$ cat config.mk
export PLATFORM = sky130hd
export DESIGN_NAME = ysyx_210978_booth_mul_iter
export DESIGN_NICKNAME = d
export VERILOG_FILES = /design/src/rtl/ysyx_210978_mul_pkg.sv /design/src/rtl/ysyx_210978_booth_pmgen.sv /design/src/rtl/ysyx_210978_booth_mul_iter.sv
export SDC_FILE = /design/constraint.sdc
export NUM_CORES = 2
export LEC_CHECK = 0
export ABC_AREA = 1
export CAP_MARGIN = 20
export CORE_UTILIZATION = 50
export DETAILED_ROUTE_END_ITERATION = 10
export PLACE_DENSITY = 0.8
export SLEW_MARGIN = 20
export SYNTH_ARGS = -nofsm -noshare
export SYNTH_HDL_FRONTEND = slang
export SYNTH_SLANG_ARGS = --single-unit
$ cat constraint.sdc
create_clock -name clock -period 14.1 [get_ports clock]
set_input_delay 3.525 -clock clock [delete_from_list [all_inputs] [get_ports clock]]
set_output_delay 3.525 -clock clock [all_outputs]
set_load 0.05 [all_outputs]
$ cat src/rtl/ysyx_210978_mul_pkg.sv
// Shared types and constants for the iterative radix-4 Booth multiplier.
package ysyx_210978_mul_pkg;

    typedef enum logic [1:0] {
        IDLE = 2'd0,
        BUSY = 2'd1,
        DONE = 2'd2
    } mul_state_e;

    // Booth group counts: 66-bit multiplier for 64-bit ops, 34-bit for MULW.
    localparam int unsigned MUL_ITER_D = 33;
    localparam int unsigned MUL_ITER_W = 17;

    localparam int unsigned PP_W  = 129;
    localparam int unsigned ACC_W = 128;

endpackage

$ cat src/rtl/ysyx_210978_booth_pmgen.sv
// Radix-4 Booth partial-product generator: maps one 3-bit window onto
// {0, +x, +2x, -x, -2x}, sign-extended to the full partial-product width.
module ysyx_210978_booth_pmgen
    import ysyx_210978_mul_pkg::*;
(
    input  logic [2:0]      y_in,
    input  logic [64:0]     x_in,
    output logic [PP_W-1:0] p
);

    logic [PP_W-1:0] x_ext;

    assign x_ext = {{(PP_W - 65){x_in[64]}}, x_in};

    always_comb begin
        p = '0;
        unique case (y_in)
            3'b000, 3'b111: p = '0;
            3'b001, 3'b010: p = x_ext;
            3'b011:         p = x_ext << 1;
            3'b100:         p = -(x_ext << 1);
            3'b101, 3'b110: p = -x_ext;
            default:        p = '0;
        endcase
    end

endmodule

$ cat src/rtl/ysyx_210978_booth_mul_iter.sv
// Iterative radix-4 Booth multiplier for RV64M MUL/MULH/MULHSU/MULHU/MULW:
// one Booth group per cycle accumulated into a 128-bit product.
module ysyx_210978_booth_mul_iter
    import ysyx_210978_mul_pkg::*;
#(
    parameter int unsigned XLEN  = 64,
    parameter int unsigned CNT_W = 6
) (
    input  logic            clock,
    input  logic            reset,
    input  logic            mul_valid,
    output logic            mul_ready,
    input  logic            flush,
    input  logic            mulw,
    input  logic [1:0]      mul_signed,
    input  logic [XLEN-1:0] multiplicand,
    input  logic [XLEN-1:0] multiplier,
    output logic            out_valid,
    input  logic            out_ready,
    output logic [XLEN-1:0] result_hi,
    output logic [XLEN-1:0] result_lo
);

    mul_state_e       state_q, state_d;
    logic [CNT_W-1:0] cnt_q, cnt_d;
    logic [ACC_W-1:0] acc_q, acc_d;
    logic [XLEN:0]    x_q, x_d;
    logic [XLEN+1:0]  y_q, y_d;
    logic             mulw_q, mulw_d;

    logic [XLEN-1:0]  a_src, b_src;
    logic             a_sgn, b_sgn;
    logic [XLEN+2:0]  y_win_src;
    logic [2:0]       y_in;
    logic [PP_W-1:0]  pp;
    logic [ACC_W-1:0] pp_shift;
    logic [CNT_W:0]   shamt;
    logic [CNT_W-1:0] cnt_last;
    logic             unused_pp_msb;

    // MULW narrows both operands to signed 32-bit before extension.
    always_comb begin
        if (mulw) begin
            a_src = {{(XLEN / 2){multiplicand[XLEN/2-1]}}, multiplicand[XLEN/2-1:0]};
            b_src = {{(XLEN / 2){multiplier[XLEN/2-1]}}, multiplier[XLEN/2-1:0]};
            a_sgn = 1'b1;
            b_sgn = 1'b1;
        end else begin
            a_src = multiplicand;
            b_src = multiplier;
            a_sgn = mul_signed[1];
            b_sgn = mul_signed[0];
        end
    end

    // Window k covers {y[2k+1], y[2k], y[2k-1]} with an implicit y[-1] = 0.
    assign y_win_src = {y_q, 1'b0};
    assign y_in      = y_win_src[{cnt_q, 1'b0} +: 3];

    ysyx_210978_booth_pmgen u_pmgen (
        .y_in (y_in),
        .x_in (x_q),
        .p    (pp)
    );

    assign shamt         = {cnt_q, 1'b0};
    assign pp_shift      = pp[ACC_W-1:0] << shamt;
    assign unused_pp_msb = pp[PP_W-1];
    assign cnt_last      = mulw_q ? CNT_W'(MUL_ITER_W - 1) : CNT_W'(MUL_ITER_D - 1);

    always_comb begin
        state_d = state_q;
        cnt_d   = cnt_q;
        acc_d   = acc_q;
        x_d     = x_q;
        y_d     = y_q;
        mulw_d  = mulw_q;
        if (flush) begin
            state_d = IDLE;
            cnt_d   = '0;
            acc_d   = '0;
        end else begin
            unique case (state_q)
                IDLE: begin
                    if (mul_valid) begin
                        x_d     = {a_sgn & a_src[XLEN-1], a_src};
                        y_d     = {{2{b_sgn & b_src[XLEN-1]}}, b_src};
                        mulw_d  = mulw;
                        acc_d   = '0;
                        cnt_d   = '0;
                        state_d = BUSY;
                    end
                end
                BUSY: begin
                    // Wrap modulo 2^128 is the intended product arithmetic.
                    acc_d = acc_q + pp_shift;
                    cnt_d = cnt_q + CNT_W'(1);
                    if (cnt_q == cnt_last) begin
                        state_d = DONE;
                    end
                end
                DONE: begin
                    if (out_ready) begin
                        state_d = IDLE;
                    end
                end
                default: state_d = IDLE;
            endcase
        end
    end

    always_ff @(posedge clock) begin
        if (reset) begin
            state_q <= IDLE;
            cnt_q   <= '0;
            acc_q   <= '0;
            x_q     <= '0;
            y_q     <= '0;
            mulw_q  <= 1'b0;
        end else begin
            state_q <= state_d;
            cnt_q   <= cnt_d;
            acc_q   <= acc_d;
            x_q     <= x_d;
            y_q     <= y_d;
            mulw_q  <= mulw_d;
        end
    end

    assign mul_ready = (state_q == IDLE);
    assign out_valid = (state_q == DONE);

    // Results are only exposed in DONE so partial sums never leak out.
    always_comb begin
        result_hi = '0;
        result_lo = '0;
        if (state_q == DONE) begin
            result_hi = acc_q[ACC_W-1:XLEN];
            result_lo = mulw_q ? {{(XLEN / 2){acc_q[XLEN/2-1]}}, acc_q[XLEN/2-1:0]}
                               : acc_q[XLEN-1:0];
        end
    end

endmodule

==> results.py <==
metrics = {
    "logic_synthesis": {
        "yosys.area_share.simple_pct": 37.5,
        "synth_seq_cells": 267,
        "synthTopCellsByArea": "dfxtp_1, nand2_1, a21oi_1",
        "synth_mux_area_share_pct": 0.0336,
        "synthAdderAreaFrac_pct": 5.57,
        "synth.avg_cell_area_um2": 5.55,
        "synth-compound-area-share_pct": 24.7,
        "synth-xor-area-share_pct": 1.59,
        "synthFlopType": "dfxtp_1",
        "synth_top_family_by_area": "simple AND/OR/NAND/NOR gates",
        "ys.warnings.count": 0,
        "synth_nets": 5635,
        "async_flop_share_pct": 0,
        "syn_area_um2": 29800,
        "ys_types": 61,
        "netlist.area_leader.share_pct": 17.9,
        "synth_seq_area_share_pct": 17.9,
        "synth_top_cell_by_area": "dfxtp_1",
        "netlist_instances": 5367,
        "synth_edf_count": 0,
    },
    "routing": {
        "vias_per_cell": 6.14,
        "drtIter0Drc": 5274,
        "drcViolationCount": 0,
        "totalWireLength_um": 139000,
        "wl_per_cell_um": 22.2,
        "vias": 38300,
        "first_pass_iters": 8,
        "ant_nets": 0,
    },
    "floorplan": {
        "die_area_um2": 60600,
        "die_w_um": 246,
        "start_util_pct": 50.6,
        "core-area_um2": 58900,
        "die_h_um": 246,
        "rows": 89,
        "ios": 266,
    },
    "finish": {
        "final_util_pct": 57.4,
        "syn2layout_area_growth_pct": 13.6,
        "layout_commonest_cell": "nand2_1",
        "layout_common_cells": "nand2_1, inv_1, a21oi_1",
        "nNetsFinal": 5706,
        "drive_gt1_share_pct": 3.57,
        "fin_cells": 6240,
        "final_area_um2": 33800,
    },
    "global_route": {
        "grt_antenna_before_repair": 5,
        "grt_pass1_wl_um": 207000,
        "grt_max_degree": 99,
        "track_usage_pct": 44.6,
        "grt_remaining_overflow": 0,
        "grt_pass1_vias": 34300,
    },
    "critical_path": {
        "cp-start-kind": "flop",
        "cp-end-kind": "flop",
        "cp_slowest_stage_delay_ns": 0.84,
        "path_class": "reg2reg",
        "cp.required_ns": 14.54,
        "cp_slowest_cell": "o21ai_0",
        "arrival_ns": 10.32,
        "crit_fanout": 74,
        "critPathMostFrequentCell": "nand2_1",
    },
    "status": {
        "status": "complete, no violations",
    },
    "sta": {
        "slew_viol_final": 0,
        "rsz0062_at_grt": "no",
        "fin_crit_sh_pct": 70.1,
        "slew_headroom_pct": 24.4,
        "timing.fmax_ghz": 0.101,
        "hold_viol": 0,
        "fin_skew_ns": 0.0390,
        "tightest_slew_ns": 1.13,
        "min_period_ns": 9.88,
        "setup_violations": 0,
        "finalSetupTns_ns": 0,
    },
    "place": {
        "post-place-cells": 6173,
        "place_congestion": 1.08,
        "hpwl_um": 110000,
        "portBuffers": 265,
        "placed_area_um2": 32600,
    },
    "clocking": {
        "ctsResizeCount": 0,
        "clkSlewWorstSetupHoldPaths_ns": 0.06,
        "h-tree-depth": 2,
        "post_cts_buffers": 0,
        "cts.sinks": 267,
        "cts_made_buffers": 34,
        "clock_latency_ns": 0.58,
        "cts_root_buffer": "clkbuf_16",
        "clockBufferDepth": 3,
        "cts_tree": "done",
        "ctsHoldBuffers": 0,
    },
    "power_and_ir_drop": {
        "ir_worst_vdd_mv": 0.106,
        "power.density_nw_per_um2": 76.1,
        "p_leak_nw": 14.4,
    },
    "worst_hold_path": {
        "min_path_type": "reg2reg",
    },
    "job": {
        "maxCapViolCount": 0,
    },
}
[kinds of logic (layout without fill, tap and decap cells)]
family,count (synthesis),count (layout)
AND/OR/NAND/NOR,2606,2606
multiplexers,1,1
XOR/XNOR,54,54
buffers and inverters,953,1050
adder cells (fa/ha/maj),132,132
other,0,3
AO/OA/AOI/OAI,1354,1354
flip-flops,267,267
[sequential cells by signal, indices dropped and copies added (netlist names)]
name and count:
y_q 65, mulw_q 1, x_q 65, cnt_q 6, acc_q 128, state_q 2
[report_power, final]
group	total, mW	internal [mW]	switching [mW]
logic	0.784	0.222	0.561
registers	0.814	0.783	0.0309
clock network	0.978	0.599	0.379
[cells in the mapped netlist, types with 24 or more instances]
library cell  number
nand2_1         1157
nor3_1            42
o21ai_0          342
xor2_1            54
dfxtp_1          267
clkbuf_1         154
o22ai_1           41
nand4_1          129
buf_1             54
nand3_1          552
o211ai_1          26
inv_1            674
ha_1             131
o21ai_1           73
a31oi_1           99
buf_2             39
nor2_1           633
a21oi_1          667
or2_2             41
o21a_1            24
[worst paths after layout]
path | to | slack [ns] | startpoint | depth (start not counted)
setup / recovery | acc_q[120] | 4.22 | cnt_q[0] | 40
hold / removal | y_q[28] | 0.46 | y_q[28] | 2
setup reg to reg | acc_q[120] | 4.22 | cnt_q[0] | 40
hold reg to reg | y_q[28] | 0.46 | y_q[28] | 2
[final cells by class]
class	instances	area (um^2)
repair buffers	302	2970
clock buffers	46	977
well taps	773	967
diodes	3	7.51
flip-flops and latches	267	5360
fillers	6154	25100
multi-input cells	4147	20700
clock inverters	16	256
inverters	686	2580
[stage by stage]
| stage | setup slack, ns | hold WS (ns) | total power, mW |
|---|---|---|---|
| after floorplan | 8.18 | 0.429 | 1.29 |
| after global placement | 4.70 | 0.440 | 1.57 |
| after detailed placement | 5.00 | 0.449 | 1.57 |
| after CTS | 4.95 | 0.457 | 2.54 |
| after global routing | 3.75 | 0.481 | 2.67 |
| final | 4.22 | 0.457 | 2.58 |
[per-layer routing]
layer,global-route usage [%],part of all wire (%)
met1,60.2,41
met2,67.1,42
met3,11.0,13
met4,18.2,4.6
met5,0,0.0079
[critical path, delay by kind of cell, from the launching register on]
kind | cells | cell delay (ns)
buf+inv | 5 | 1.55
fa+ha+maj | 1 | 0.29
flops | 1 | 0.48
compound gates | 8 | 2.21
simple gates | 26 | 5.13
Power figures use the tool's default switching activity.
